<file path="config.mk">
export PLATFORM = sky130hd
export DESIGN_NAME = serial_addsub
export DESIGN_NICKNAME = d
export VERILOG_FILES = /design/src/rtl/serial_addsub.sv
export SDC_FILE = /design/constraint.sdc
export NUM_CORES = 1
export LEC_CHECK = 0
export BUFFER_PORTS_ARGS = -buffer_cell sky130_fd_sc_hd__clkbuf_2
export CORE_UTILIZATION = 47
export CTS_BUF_LIST = sky130_fd_sc_hd__clkbuf_16
export CTS_CLUSTER_SIZE = 24
export DETAILED_ROUTE_END_ITERATION = 10
export PLACE_DENSITY = 0.69
export RECOVER_POWER = 100
export SYNTH_ARGS = -nofsm -noshare
export SYNTH_HDL_FRONTEND = slang
export SYNTH_SLANG_ARGS = --single-unit
</file>
<file path="constraint.sdc">
create_clock -name clk -period 1.9 [get_ports clk]
set_input_delay 0.19 -clock clk [delete_from_list [all_inputs] [get_ports clk]]
set_output_delay 0.19 -clock clk [all_outputs]
set_load 0.02 [all_outputs]
</file>
<file path="src/rtl/serial_addsub.sv">
// serial_addsub: multi-cycle add/subtract unit.
// Each RUN cycle adds STEP bits of the latched operands, starting with the
// least significant slice. The carry is held in a register between slices.
// Operands, mode and carry-in are captured when start is accepted in IDLE.
// sum/cout/ovf update together with a one-cycle done pulse.
module serial_addsub #(
  parameter int WIDTH = 8,
  parameter int STEP  = 1
) (
  input  logic             clk,
  input  logic             reset,
  input  logic             start,
  input  logic             sub,
  input  logic             cin,
  input  logic [WIDTH-1:0] a,
  input  logic [WIDTH-1:0] b,
  output logic [WIDTH-1:0] sum,
  output logic             cout,
  output logic             ovf,
  output logic             busy,
  output logic             done
);

  localparam int N  = WIDTH / STEP;
  localparam int CW = (N > 1) ? $clog2(N) : 1;

  typedef enum logic {
    IDLE,
    RUN
  } state_e;

  state_e           state_q, state_d;
  logic [CW-1:0]    cnt_q, cnt_d;
  logic             carry_q, carry_d;
  logic [WIDTH-1:0] opA_q, opA_d;
  logic [WIDTH-1:0] opB_q, opB_d;
  logic [WIDTH-1:0] acc_q, acc_d;
  logic [WIDTH-1:0] sum_q, sum_d;
  logic             cout_q, cout_d;
  logic             ovf_q, ovf_d;
  logic             busy_q, busy_d;
  logic             done_q, done_d;

  // Slice datapath signals.
  logic [STEP:0]    sliceFull;
  logic [STEP-1:0]  sliceSum;
  logic             sliceCout;
  logic             carryIntoTop;
  logic [WIDTH-1:0] sliceWide;
  logic [WIDTH-1:0] accNext;
  logic             lastSlice;

  assign lastSlice = (cnt_q == CW'(N - 1));

  // Add the lowest STEP bits of the shifting operands plus the held carry,
  // and build the next value of the result shift register.
  always_comb begin
    sliceFull    = {1'b0, opA_q[STEP-1:0]} + {1'b0, opB_q[STEP-1:0]}
                 + {{STEP{1'b0}}, carry_q};
    sliceSum     = sliceFull[STEP-1:0];
    sliceCout    = sliceFull[STEP];
    // Carry into the slice's top bit is recovered from its sum bit; in the
    // final slice this is the carry into bit WIDTH-1.
    carryIntoTop = sliceSum[STEP-1] ^ opA_q[STEP-1] ^ opB_q[STEP-1];
    sliceWide    = '0;
    sliceWide[STEP-1:0] = sliceSum;
    // New result bits enter at the top, so after N slices the first slice
    // has reached the bottom of the register.
    accNext      = (acc_q >> STEP) | (sliceWide << (WIDTH - STEP));
  end

  // Next-state logic: accept a request in IDLE, step one slice per cycle in
  // RUN, and publish the result on the final slice.
  always_comb begin
    state_d = state_q;
    cnt_d   = cnt_q;
    carry_d = carry_q;
    opA_d   = opA_q;
    opB_d   = opB_q;
    acc_d   = acc_q;
    sum_d   = sum_q;
    cout_d  = cout_q;
    ovf_d   = ovf_q;
    busy_d  = busy_q;
    done_d  = 1'b0;

    case (state_q)
      IDLE: begin
        if (start) begin
          opA_d   = a;
          // Subtraction is a + ~b + 1, so b is inverted and the carry seeded.
          opB_d   = sub ? ~b : b;
          carry_d = sub ? 1'b1 : cin;
          cnt_d   = '0;
          acc_d   = '0;
          busy_d  = 1'b1;
          state_d = RUN;
        end
      end

      RUN: begin
        opA_d   = opA_q >> STEP;
        opB_d   = opB_q >> STEP;
        acc_d   = accNext;
        carry_d = sliceCout;
        cnt_d   = cnt_q + CW'(1);
        if (lastSlice) begin
          sum_d   = accNext;
          cout_d  = sliceCout;
          ovf_d   = carryIntoTop ^ sliceCout;
          done_d  = 1'b1;
          busy_d  = 1'b0;
          cnt_d   = '0;
          state_d = IDLE;
        end
      end

      default: begin
        state_d = IDLE;
      end
    endcase
  end

  // State registers with synchronous reset; reset aborts any operation.
  always_ff @(posedge clk) begin
    if (reset) begin
      state_q <= IDLE;
      cnt_q   <= '0;
      carry_q <= 1'b0;
      opA_q   <= '0;
      opB_q   <= '0;
      acc_q   <= '0;
      sum_q   <= '0;
      cout_q  <= 1'b0;
      ovf_q   <= 1'b0;
      busy_q  <= 1'b0;
      done_q  <= 1'b0;
    end else begin
      state_q <= state_d;
      cnt_q   <= cnt_d;
      carry_q <= carry_d;
      opA_q   <= opA_d;
      opB_q   <= opB_d;
      acc_q   <= acc_d;
      sum_q   <= sum_d;
      cout_q  <= cout_d;
      ovf_q   <= ovf_d;
      busy_q  <= busy_d;
      done_q  <= done_d;
    end
  end

  assign sum  = sum_q;
  assign cout = cout_q;
  assign ovf  = ovf_q;
  assign busy = busy_q;
  assign done = done_q;

endmodule

</file>
; ---- Yosys cells after proc, flatten, opt, wreduce, memory -nomap -nowiden
; Index checks and enable logic that the tools add are counted.
[word_totals]
register_bits = 41
output_inout_bits = 12
[op_classes]
n_addsub = 3
n_eq_ne = 3
n_mux = 20
bitwise_logic = 6
reduce_logical = 3
[op_table]
columns = cell, n
row1 = case mux 8 bit (2 select lines), 3
row2 = two-way mux 8 bit, 4
row3 = inverter 8 bit, 1
row4 = OR 7 x 8 -> 8 bit, 1
row5 = two-way mux 1 bit, 7
row6 = two-way mux 3 bit, 2
row7 = case mux 1 bit (2 select lines), 3
row8 = case mux 3 bit (2 select lines), 1
row9 = AND reduction 2 bit, 2
row10 = "adder 3 x 1 -> 3 bit, second input constant", 1
row11 = "== test 3 bit, second input constant", 1
row12 = bitwise XOR 1 bit, 3
row13 = adder 1 x 1 -> 2 bit, 1
row14 = adder 2 x 1 -> 2 bit, 1
row15 = "inequality test 2 x 1 -> 1 bit, second input constant", 1
row16 = "inequality test 2 bit, second input constant", 1
row17 = OR reduction 2 bit, 1
row18 = inverter 1 bit, 1

; ---- Longest topological paths before layout
; Gate-level depths: netlist of the first run.
[logic_depth]
word_depth = 5
depth_mapped = 6
mapped_depth_nobuf = 5

; ---- Worst setup path before layout of the first run
; No wires, ideal clock.
[synth_path]
path_type = register to register
from = reg opA_q[0]
to = reg ovf_q, in the netlist ovf
t_arrival_ps = 1389
t_required_ps = 1821
path_slack_ps = 431
stages_incl_launch_ff = 6
n_path_buf = 0
cell_sequence = dfxtp_1 inv_1 fa_1 xor2_1 xnor2_1 a211oi_2
[synth_via]
elab_chain_len = 5
[synth_lines]
columns = element, line_no
row1 = "start, declared", 35  ; logic [WIDTH-1:0] opA_q, opA_d;
row2 = "start signal, assigned", 142  ; opA_q <= opA_d;
row3 = adder 1 x 1 -> 2 bit, 58  ; sliceFull = {1'b0, opA_q[STEP-1:0]} + {1'b0, opB_q[STEP-1:0]}
row4 = adder 2 x 1 -> 2 bit, 59  ; + {{STEP{1'b0}}, carry_q};
row5 = bitwise XOR 1 bit (2 in series), 64  ; carryIntoTop = sliceSum[STEP-1] ^ opA_q[STEP-1] ^ opB_q[STEP-1];
row6 = bitwise XOR 1 bit (*), 110  ; ovf_d = carryIntoTop ^ sliceCout;
row7 = "end signal, assigned", 147  ; ovf_q <= ovf_d;
row8 = "end, declared", 40  ; logic ovf_q, ovf_d;
; Every way passes the cells marked *; elsewhere a longest branch is shown, timed or not.
; A chain may end at the register's enable or synchronous reset.

; ---- Final worst setup path of the first run
[layout_path]
from = reg cnt_q[0]
to = reg sum_q[7], in the netlist sum[7]
[layout_via]
elab_chain_len = 2
[layout_lines]
columns = element, line_no
row1 = "start, declared", 33  ; logic [CW-1:0] cnt_q, cnt_d;
row2 = "start signal, assigned", 140  ; cnt_q <= cnt_d;
row3 = == test 3 bit, 53  ; assign lastSlice = (cnt_q == CW'(N - 1));
row4 = via lastSlice, 51  ; logic lastSlice;
row5 = AND reduction 2 bit (no line), n/a
row6 = "end signal, assigned", 145  ; sum_q <= sum_d;
row7 = "end, declared", 38  ; logic [WIDTH-1:0] sum_q, sum_d;
; The timed path passes the listed nets, and every way through them passes these cells.

==> results.md, run 1 <==
- Status: completed
- First-pass iteration count of the detailed router: 5
- Via count: around 1400
- Synth top area share: 45.2%
- Layout area overhead: 16.2%
- Cells after Synth: roughly 190
- Worst-Margin Slew: ~0.69 ns
- Post-route antenna net violation count: 0
- Unrepaired setup endpoints after global routing: no
- Post-CTS setup repair buffer count: 0
- Final hold vios: 0
- Pwr dens: between 900 and 1000 nW/µm²
- Reg area: 801 µm²
- Worst skew pair latency: 0.28 ns
- H-tree levels: 2
- Yosys reg bits: 40
- Vias in the first global route: roughly 1300
- # fillers: 342
- Setup TNS: 0 ns
- Share of post-route cells with drive strength above 1: 18.3%
- WL/cell: 11.8 µm
- Class of the worst hold path: primary input to flip-flop
- Starting density of the core: between 50 and 60%
- Slew Limit Fails: 0
- Synth area leaders: dfxtp_1, mux2i_1, nor2_1
- Detailed Place HPWL: 2120 µm
- I/O Pins: 33
- Post-route minimum period: around 1.6 ns
- Die Wd: around 63 µm
- Net count after synthesis: 213
- Launch point of the worst path: cnt_q[0]$_SDFFE_PP0P_
- Initial antenna violation count: 0
- Ant diodes: 0
- Dominant cell type by area after synthesis: dfxtp_1
- Post-Place Cells: roughly 260
- Post_cts resized: 0
- R2r startpoint: cnt_q[0]$_SDFFE_PP0P_
- CP Launch Type: flip-flop
- GRT Resource Usage Total: around 17%
- Setup crit end kind: flip-flop
- Min-delay src: a[7]
- WP data required: 2.09 ns
- Critical path arrival: between 1.5 and 2 ns
- Peak VDD IR: 0.494 mV
- Total routed wirelength: between 3000 and 4000 µm
- Clock transition at path regs: roughly 0.060 ns
- # hold bufs at CTS: 0
- Final setup fails: 0
- Multi-input gate area in the final layout: about 850 µm²
- Synth Area per Inst: 9.37 µm²
- Post-synth cell types: 26
- Most frequent cells in the layout: dfxtp_1, nor2_1, nand2_1
- Crit Path Class: flip-flop to flip-flop
- Std-Cell Rows: 21
- Final nets: about 240
- TritonCTS Buffers: 5
- Clock Sinks: 40
- CTS tree: yes
- Warnings, synthesis: 0
- Pin count of the biggest net entering global routing: 27
- Most common cell after layout, fill and taps aside: dfxtp_1
- Max-cap check violation count: 0
- Port bufs: 32
- Final clock skew: around 0.0036 ns
- Routability cong.: approximately 0.73
- Core area: approximately 3500 µm²
- Final core utilization: between 50% and 60%
- P_leak: 0.823 nW
- DIE HEIGHT: 63.4 µm
- Initial DRC Count: 56
- Post-synthesis sequential area ratio: approximately 45%
- Fin crit share: a little over 80%
- Layout Cells excl Fill: 265
- CTS root buf: clkbuf_16
- Total gr overflow: 0
- Post-Syn Area: 1770 µm²
- Deepest clock path buffer count: 2
- First-pass GRT wire length: ~5200 µm
- Post-route DRC violation count: 0
- Vias per Instance: slightly above 5
- Highest Clock Rate: 641 MHz
- Die ar.: between 4000 and 5000 µm²
- Slew headroom: between 50% and 60%
- Critical-path maximum fanout: 13
==> state kept, by name, indices dropped and copies added (netlist names) <==
name,count
acc_q,7
busy,1
carry_q,1
cnt_q,3
cout,1
done,1
opA_q,8
opB_q,8
ovf,1
state_q,1
sum,8
==> cells in the mapped netlist <==
library cell / n
a21oi_2: 1
nor2_1: 25
buf_2: 4
a211oi_2: 1
nor3b_1: 9
dfxtp_1: 40
nand2_1: 22
mux2i_1: 15
a211oi_1: 3
fa_1: 1
nand2_2: 1
xnor2_1: 2
xor2_1: 9
clkbuf_1: 2
inv_1: 4
buf_4: 4
buf_6: 4
o22ai_1: 7
and2_1: 1
o22a_1: 1
a211o_1: 1
or2_1: 1
a21oi_1: 18
ha_1: 2
mux2_2: 7
nand2b_1: 4
==> cell type report <==
class,count,area share [%]
multi-input combinational,131,41.3
sequential,40,38.9
timing repair buffer,36,8.20
clock buffer,5,6.08
tap,46,2.79
clock inverter,3,2.07
inverter,4,0.729
==> worst paths after layout <==
| kind | cells past startpoint | slack, ns | endpoint |
|---|---|---|---|
| worst max-delay path | 5 | 0.34 | sum[7]$_SDFFE_PP0P_ |
| worst min-delay path | 3 | 0.15 | opA_q[7]$_SDFFE_PP0P_ |
| worst max register to register | 5 | 0.34 | sum[7]$_SDFFE_PP0P_ |
| worst min register to register | 2 | 0.45 | sum[3]$_SDFFE_PP0P_ |
==> cells by family after synthesis <==
family | synth area share, %
DFF | 45.2
AOI/OAI and AO/OA | 11.0
buffers and inverters | 6.64
muxes | 12.9
and+or+nand+nor | 16.2
xor gates and xnor gates | 5.44
adders and majority gates | 2.54
==> report_power, final <==
part / total, mW / switching [mW] / internal (mW)
logic: 0.209 / 0.112 / 0.0965
clock network: 0.936 / 0.321 / 0.616
registers: 0.895 / 0.0198 / 0.875
total: 2.04 / 0.453 / 1.59
==> layer usage <==
metal / wire length [µm] / part of all wire [%] / GRT usage [%] / vias to the layer above
met1: 1340 / 43 / 18.3 / 620
met2: 1570 / 50 / 29.3 / 38
met4: 68 / 2.2 / 9.09 / 0
met5: 0 / 0 / 0 / -
li1: - / - / - / 689
met3: 152 / 4.9 / 4.35 / 7
==> critical path, stage by stage (launching register included) <==
cell      delay, ns
dfxtp_1        0.37
ha_1           0.17
ha_1           0.18
and2_1         0.43
nor2_1         0.07
a211oi_1       0.24
==> metrics by stage <==
step	setup slack, ns	instance area (µm²)	hold slack (ns)	power, mW
final	0.339	2060	0.145	2.04
after global routing	0.245	2060	0.195	2.13
after CTS	0.348	2080	0.144	2.07
after detailed placement	0.353	1920	0.437	1.13
after global placement	0.408	1920	0.435	1.12
after floorplan	0.431	1770	0.337	1.08
(Power assumes the default switching activity.)
==> run 2: changes to the inputs <==
clock period = 1.53 ns   (was 1.9 ns; I/O delays follow)
==> run 2 against run 1 <==
  * Global-route usage is 1.4 points higher
  * Highest routed layer unchanged
  * Design area is 1.5% higher
  * Largest cell class unchanged
  * Sequential power is 25% higher
  * Largest power group is now registers
  * Sequential share of layout area is 0.46 points lower
  * Critical path depth stayed put
==> results.md, run 2 (same netlist as run 1, synthesis figures left out) <==
- # hold bufs at CTS: 0
- Vias in the first global route: 1254
- Final hold vios: 0
- Setup TNS: 0 ns
- GRT Resource Usage Total: roughly 18%
- WL/cell: 12.1 µm
- Buf+Inv Stages, Crit Path: 1
- Vias per Instance: around 5.0
- Routability cong.: about 0.70
- Clock Sinks: 40
- # fillers: 348
- Std-Cell Rows: 21
- Max-cap check violation count: 0
- Highest Clock Rate: about 670 MHz
- Pin count of the biggest net entering global routing: 22
- Initial DRC Count: between 70 and 80
- Design area: approximately 2100 µm²
- Min-delay src: a[7]
- DIE HEIGHT: roughly 63 µm
- Cell area after placement: between 1500 and 2000 µm²
- TritonCTS Buffers: 5
- Worst skew pair latency: 0.28 ns
- Slowest cell on crit path: fa_1
- Via count: roughly 1400
- Detailed Place HPWL: around 2400 µm
- Share of post-route cells with drive strength above 1: approximately 22%
- Clock transition at path regs: 0.06 ns
- PnR worst setup slack: 0.0369 ns
- P_leak: 0.851 nW
- First-pass GRT wire length: 5520 µm
- Setup crit end kind: flip-flop
- Die Wd: about 63 µm
- Worst-Margin Slew: approximately 0.33 ns
- H-tree levels: 2
- Layout area overhead: 18.0%
- Port bufs: 32
- Worst Hold End: opA_q[7]$_SDFFE_PP0P_
- Initial antenna violation count: 0
- Final nets: approximately 250
- Die ar.: ~4000 µm²
- Setup WS pre-CTS: -0.0449 ns
- Core area: ~3500 µm²
- CTS root buf: clkbuf_16
- Final core utilization: around 60%
- Pwr dens: around 1100 nW/µm²
- Status: completed
- Multi-input gate area in the final layout: between 800 and 900 µm²
- Most frequent cells in the layout: dfxtp_1, nor2_1, nand2_1
- Post-route DRC violation count: 0
- Critical-path maximum fanout: 2
- CTS tree: yes
- Starting density of the core: between 50% and 60%
- Slowest cell delay on critical path: 0.56 ns
- Slew headroom: between 70 and 80%
- Ant diodes: 0
- Fin crit share: 97.6%
- Total gr overflow: 0
- Final clock skew: between 0.0015 and 0.002 ns
- Most common cell after layout, fill and taps aside: dfxtp_1
- Post-route antenna net violation count: 0
- Total routed wirelength: 3270 µm
- Peak VDD IR: 0.996 mV
- Final setup fails: 0
- Hold Path Stages: 3
- Critical path arrival: around 1.7 ns
- Deepest clock path buffer count: 2
- Slew Limit Fails: 0
- WP data required: approximately 1.7 ns
- First-pass iteration count of the detailed router: 4
- Crit Path Class: flip-flop to flip-flop
- R2r startpoint: carry_q$_SDFFE_PP0P_
- Reg area: 803 µm²
- Class of the worst hold path: primary input to flip-flop
- Post-route minimum period: ~1.5 ns
- I/O Pins: 33
- Worst flop-to-flop path endpoint: ovf$_SDFFE_PP0P_
- Worst-case register-to-register setup slack: between 0.03 and 0.04 ns
- Path depth of the worst reg2reg path: 5
- Crit path max-delay family: adder cells
- CP Launch Type: flip-flop
- Unrepaired setup endpoints after global routing: yes
- Cells along the critical path: inv_1, fa_1, xor2_2, xnor2_1, a211oi_2
-- run 2: repair_timing --
| item | 4_1_cts | 5_1_grt |
|---|---|---|
| gates cloned | 0 | 0 |
| gates resized for setup | 1 | 4 |
| endpoints found under the setup margin | 1 | 10 |
| setup buffers | 1 | 0 |
| pin swaps | 4 | 0 |
| hold endpoints to repair | 0 | 0 |
-- run 2: per-layer routing --
metal	vias to the layer above	share of wire, %	track usage, %
met4	0	1.9	9.38
met1	618	46	19.6
li1	703	-	-
met5	-	0	0
met2	28	48	31.0
met3	6	4.4	6.52
-- run 2: how the worst max path moves through the flow --
stage,cells past startpoint,slack [ns],to,from
CTS,5,0.007,ovf$_SDFFE_PP0P_,opB_q[0]$_SDFFE_PP0P_
floorplan,5,0.06,ovf$_SDFFE_PP0P_,opA_q[0]$_SDFFE_PP0P_
finish,5,0.04,ovf$_SDFFE_PP0P_,carry_q$_SDFFE_PP0P_
detailed placement,5,-0.04,ovf$_SDFFE_PP0P_,carry_q$_SDFFE_PP0P_
global route,5,-0.04,ovf$_SDFFE_PP0P_,carry_q$_SDFFE_PP0P_
global placement,5,0.05,ovf$_SDFFE_PP0P_,carry_q$_SDFFE_PP0P_
-- run 2: cell type report --
type                       instances  area share, %
multi-input combinational        131           40.9
sequential                        40           38.4
timing repair buffer              42           10.5
clock buffer                       5           5.98
tap                               46           2.75
inverter                           4          0.718
clock inverter                     3          0.658
-- run 2: metrics by stage --
step	hold WS, ns	cells	total power, mW
3_5_place_dp	0.410	262	1.42
3_3_place_gp	0.396	262	1.40
2_1_floorplan	0.300	189	1.35
4_1_cts	0.115	271	2.42
6_report	0.114	271	2.40
5_1_grt	0.148	271	2.49
-- run 2: power breakdown --
| group | total, mW | internal [mW] | switching, mW |
|---|---|---|---|
| registers | 1.12 | 1.09 | 0.0280 |
| logic | 0.293 | 0.144 | 0.149 |
| clock network | 0.988 | 0.591 | 0.396 |
-- run 2: worst reg2reg max path: stages (launching register included) --
cell      delay (ns)
dfxtp_1         0.35
inv_1           0.07
fa_1            0.56
xor2_2          0.17
xnor2_1         0.15
a211oi_2        0.08
==> run 3: changes to the inputs <==
CORE_UTILIZATION = 50   (was 47)
CTS_BUF_LIST = unset   (was sky130_fd_sc_hd__clkbuf_16)
PLACE_DENSITY = 0.73   (was 0.69)
==> run 3 against run 2 <==
  * Critical path depth did not move
  * Design area fell by 2.4%
  * Non-clock buffer count did not move
  * Core utilization rose by 0.40 points
  * First-iteration DRC count fell by 52%
  * Cell count did not move
  * Largest power group unchanged
  * Critical path type unchanged
  * Count of clock-buffer cells in the layout rose by 2
  * Worst hold slack got worse by 0.078 ns
  * Wire length fell by 7.4%
  * Die area fell by 5.8%
  * Total power fell by 8.9%
  * Sequential power barely moved
==> results.md, run 3 (same netlist as run 1, synthesis figures left out) <==
- Clock Sinks: 40
- Initial antenna violation count: 0
- Sw Share: roughly a quarter
- # hold bufs at CTS: 0
- Post-route antenna net violation count: 0
- Cells along the critical path: inv_2, fa_1, xor2_1, xnor2_1, a211oi_2
- Setup TNS: 0 ns
- Ant diodes: 0
- Critical-path maximum fanout: 2
- GRT Resource Usage Total: between 15 and 20%
- # fillers: roughly 330
- Layout area overhead: 15.2%
- Pin count of the biggest net entering global routing: 26
- CTS root buf: clkbuf_4
- Multi-input gate area in the final layout: approximately 860 µm²
- Worst skew pair latency: approximately 0.36 ns
- Fin crit share: a little over nine tenths
- CTS tree: yes
- Highest Clock Rate: 679 MHz
- Die Wd: around 62 µm
- Crit Path Class: flip-flop to flip-flop
- Final setup fails: 0
- Met3 Use GR: under 10%
- Worst-case register-to-register setup slack: 0.06 ns
- Final clock skew: 0.00908 ns
- Core area: around 3400 µm²
- Sequential power share: about half
- Vias per Instance: around 4.9
- Via count: between 1000 and 1500
- Setup crit end kind: flip-flop
- Met2 Use GR: a little under a third
- Slowest cell on crit path: fa_1
- TritonCTS Buffers: 5
- Met1 Use GR: between 20% and 30%
- Peak VDD IR: 0.627 mV
- CP Launch Type: flip-flop
- Post-route minimum period: between 1 and 1.5 ns
- Routability cong.: around 0.74
- P_sw: ~0.52 mW
- Class of the worst hold path: primary input to flip-flop
- Slew headroom: between 60% and 70%
- DIE HEIGHT: 61.5 µm
- Max-cap check violation count: 0
- Slowest cell delay on critical path: between 0.5 and 0.6 ns
- Grt peak-use layer: met2
- Port bufs: 32
- Total routed wirelength: a little over 3000 µm
- Final core utilization: 60.7%
- Most common cell after layout, fill and taps aside: dfxtp_1
- Combinational Power Share: 13.4%
- Critical path arrival: about 1.7 ns
- Initial DRC Count: 37
- Pwr dens: 1070 nW/µm²
- Slew Limit Fails: 0
- Reg area: 802 µm²
- Cell area after placement: 1950 µm²
- Detailed Place HPWL: about 2100 µm
- I/O Pins: 33
- WP data required: approximately 1.8 ns
- First-pass GRT wire length: roughly 5000 µm
- Status: completed
- WL/cell: between 10 and 15 µm
- Total gr overflow: 0
- Power Internal: around 1.7 mW
- Worst-Margin Slew: ~0.50 ns
- Most frequent cells in the layout: dfxtp_1, nor2_1, nand2_1
- Final nets: about 250
- Clk pwr share: a little over a third
- Deepest clock path buffer count: 2
- Final hold vios: 0
- Clock transition at path regs: 0.11 ns
- H-tree levels: 2
- Post-route DRC violation count: 0
- Total power draw: approximately 2.2 mW
- First-pass iteration count of the detailed router: 4
- Die ar.: 3790 µm²
- Starting density of the core: between 50% and 60%
- Share of post-route cells with drive strength above 1: roughly 22%
- Design area: around 2000 µm²
- Vias in the first global route: 1158
- P_leak: between 0.8 and 0.9 nW
- Std-Cell Rows: 21
-- run 3: changes by cell type in the layout (fill, tap and decap cells not counted), sizes merged --
cell and delta:
clkbuf +5, clkinv -3, buf -3, bufinv +1
-- run 3: path summary, 6_finish.rpt --
kind                           end                   from  depth (start not counted)
min          opA_q[7]$_SDFFE_PP0P_                   a[7]                          3
max               ovf$_SDFFE_PP0P_  opB_q[0]$_SDFFE_PP0P_                          5
max reg2reg       ovf$_SDFFE_PP0P_  opB_q[0]$_SDFFE_PP0P_                          5
min reg2reg    sum[0]$_SDFFE_PP0P_  acc_q[1]$_SDFFE_PP0P_                          2
-- run 3: layout make-up --
class                      count  area share [%]
timing repair buffer          42            10.5
inverter                       4           0.736
tap                           46            2.82
multi-input combinational    131            42.0
clock inverter                 1            1.47
sequential                    40            39.3
clock buffer                   7            3.19
-- run 3: routing by layer --
metal | part of all wire [%] | vias to the layer above | routed length [µm]
met4 | 1.7 | 0 | 51
li1 | - | 703 | -
met2 | 46 | 25 | 1380
met3 | 4.5 | 6 | 136
met1 | 48 | 606 | 1460
met5 | 0 | - | 0
-- run 3: repair_timing --
item,in CTS,in global routing
setup endpoints to repair,0,10
resized for setup,0,5
buffers inserted,0,1
-- run 3: power groups by stage --
stage | Clock (mW) | Sequential (mW) | Combinational (mW)
detailed placement | 0 | 1.13 | 0.285
global route | 0.844 | 1.12 | 0.322
CTS | 0.793 | 1.11 | 0.288
floorplan | 0 | 1.13 | 0.216
global placement | 0 | 1.13 | 0.280
finish | 0.780 | 1.11 | 0.293
-- run 3: metrics by stage --
step	instances	setup WS, ns	hold WS [ns]
6_report	271	0.0577	0.0358
5_1_grt	271	-0.00733	0.0462
3_5_place_dp	262	0.0281	0.405
3_3_place_gp	262	0.0649	0.397
4_1_cts	270	0.00529	0.0256
2_1_floorplan	189	0.0614	0.300
-- run 3: critical path, delay by kind of cell, from the launching register on --
kind                     cells  cell delay (ns)
AO/OA/AOI/OAI                1             0.08
XOR/XNOR                     2             0.33
adder cells (fa/ha/maj)      1             0.57
buffers and inverters        1             0.04
flip-flops                   1             0.35
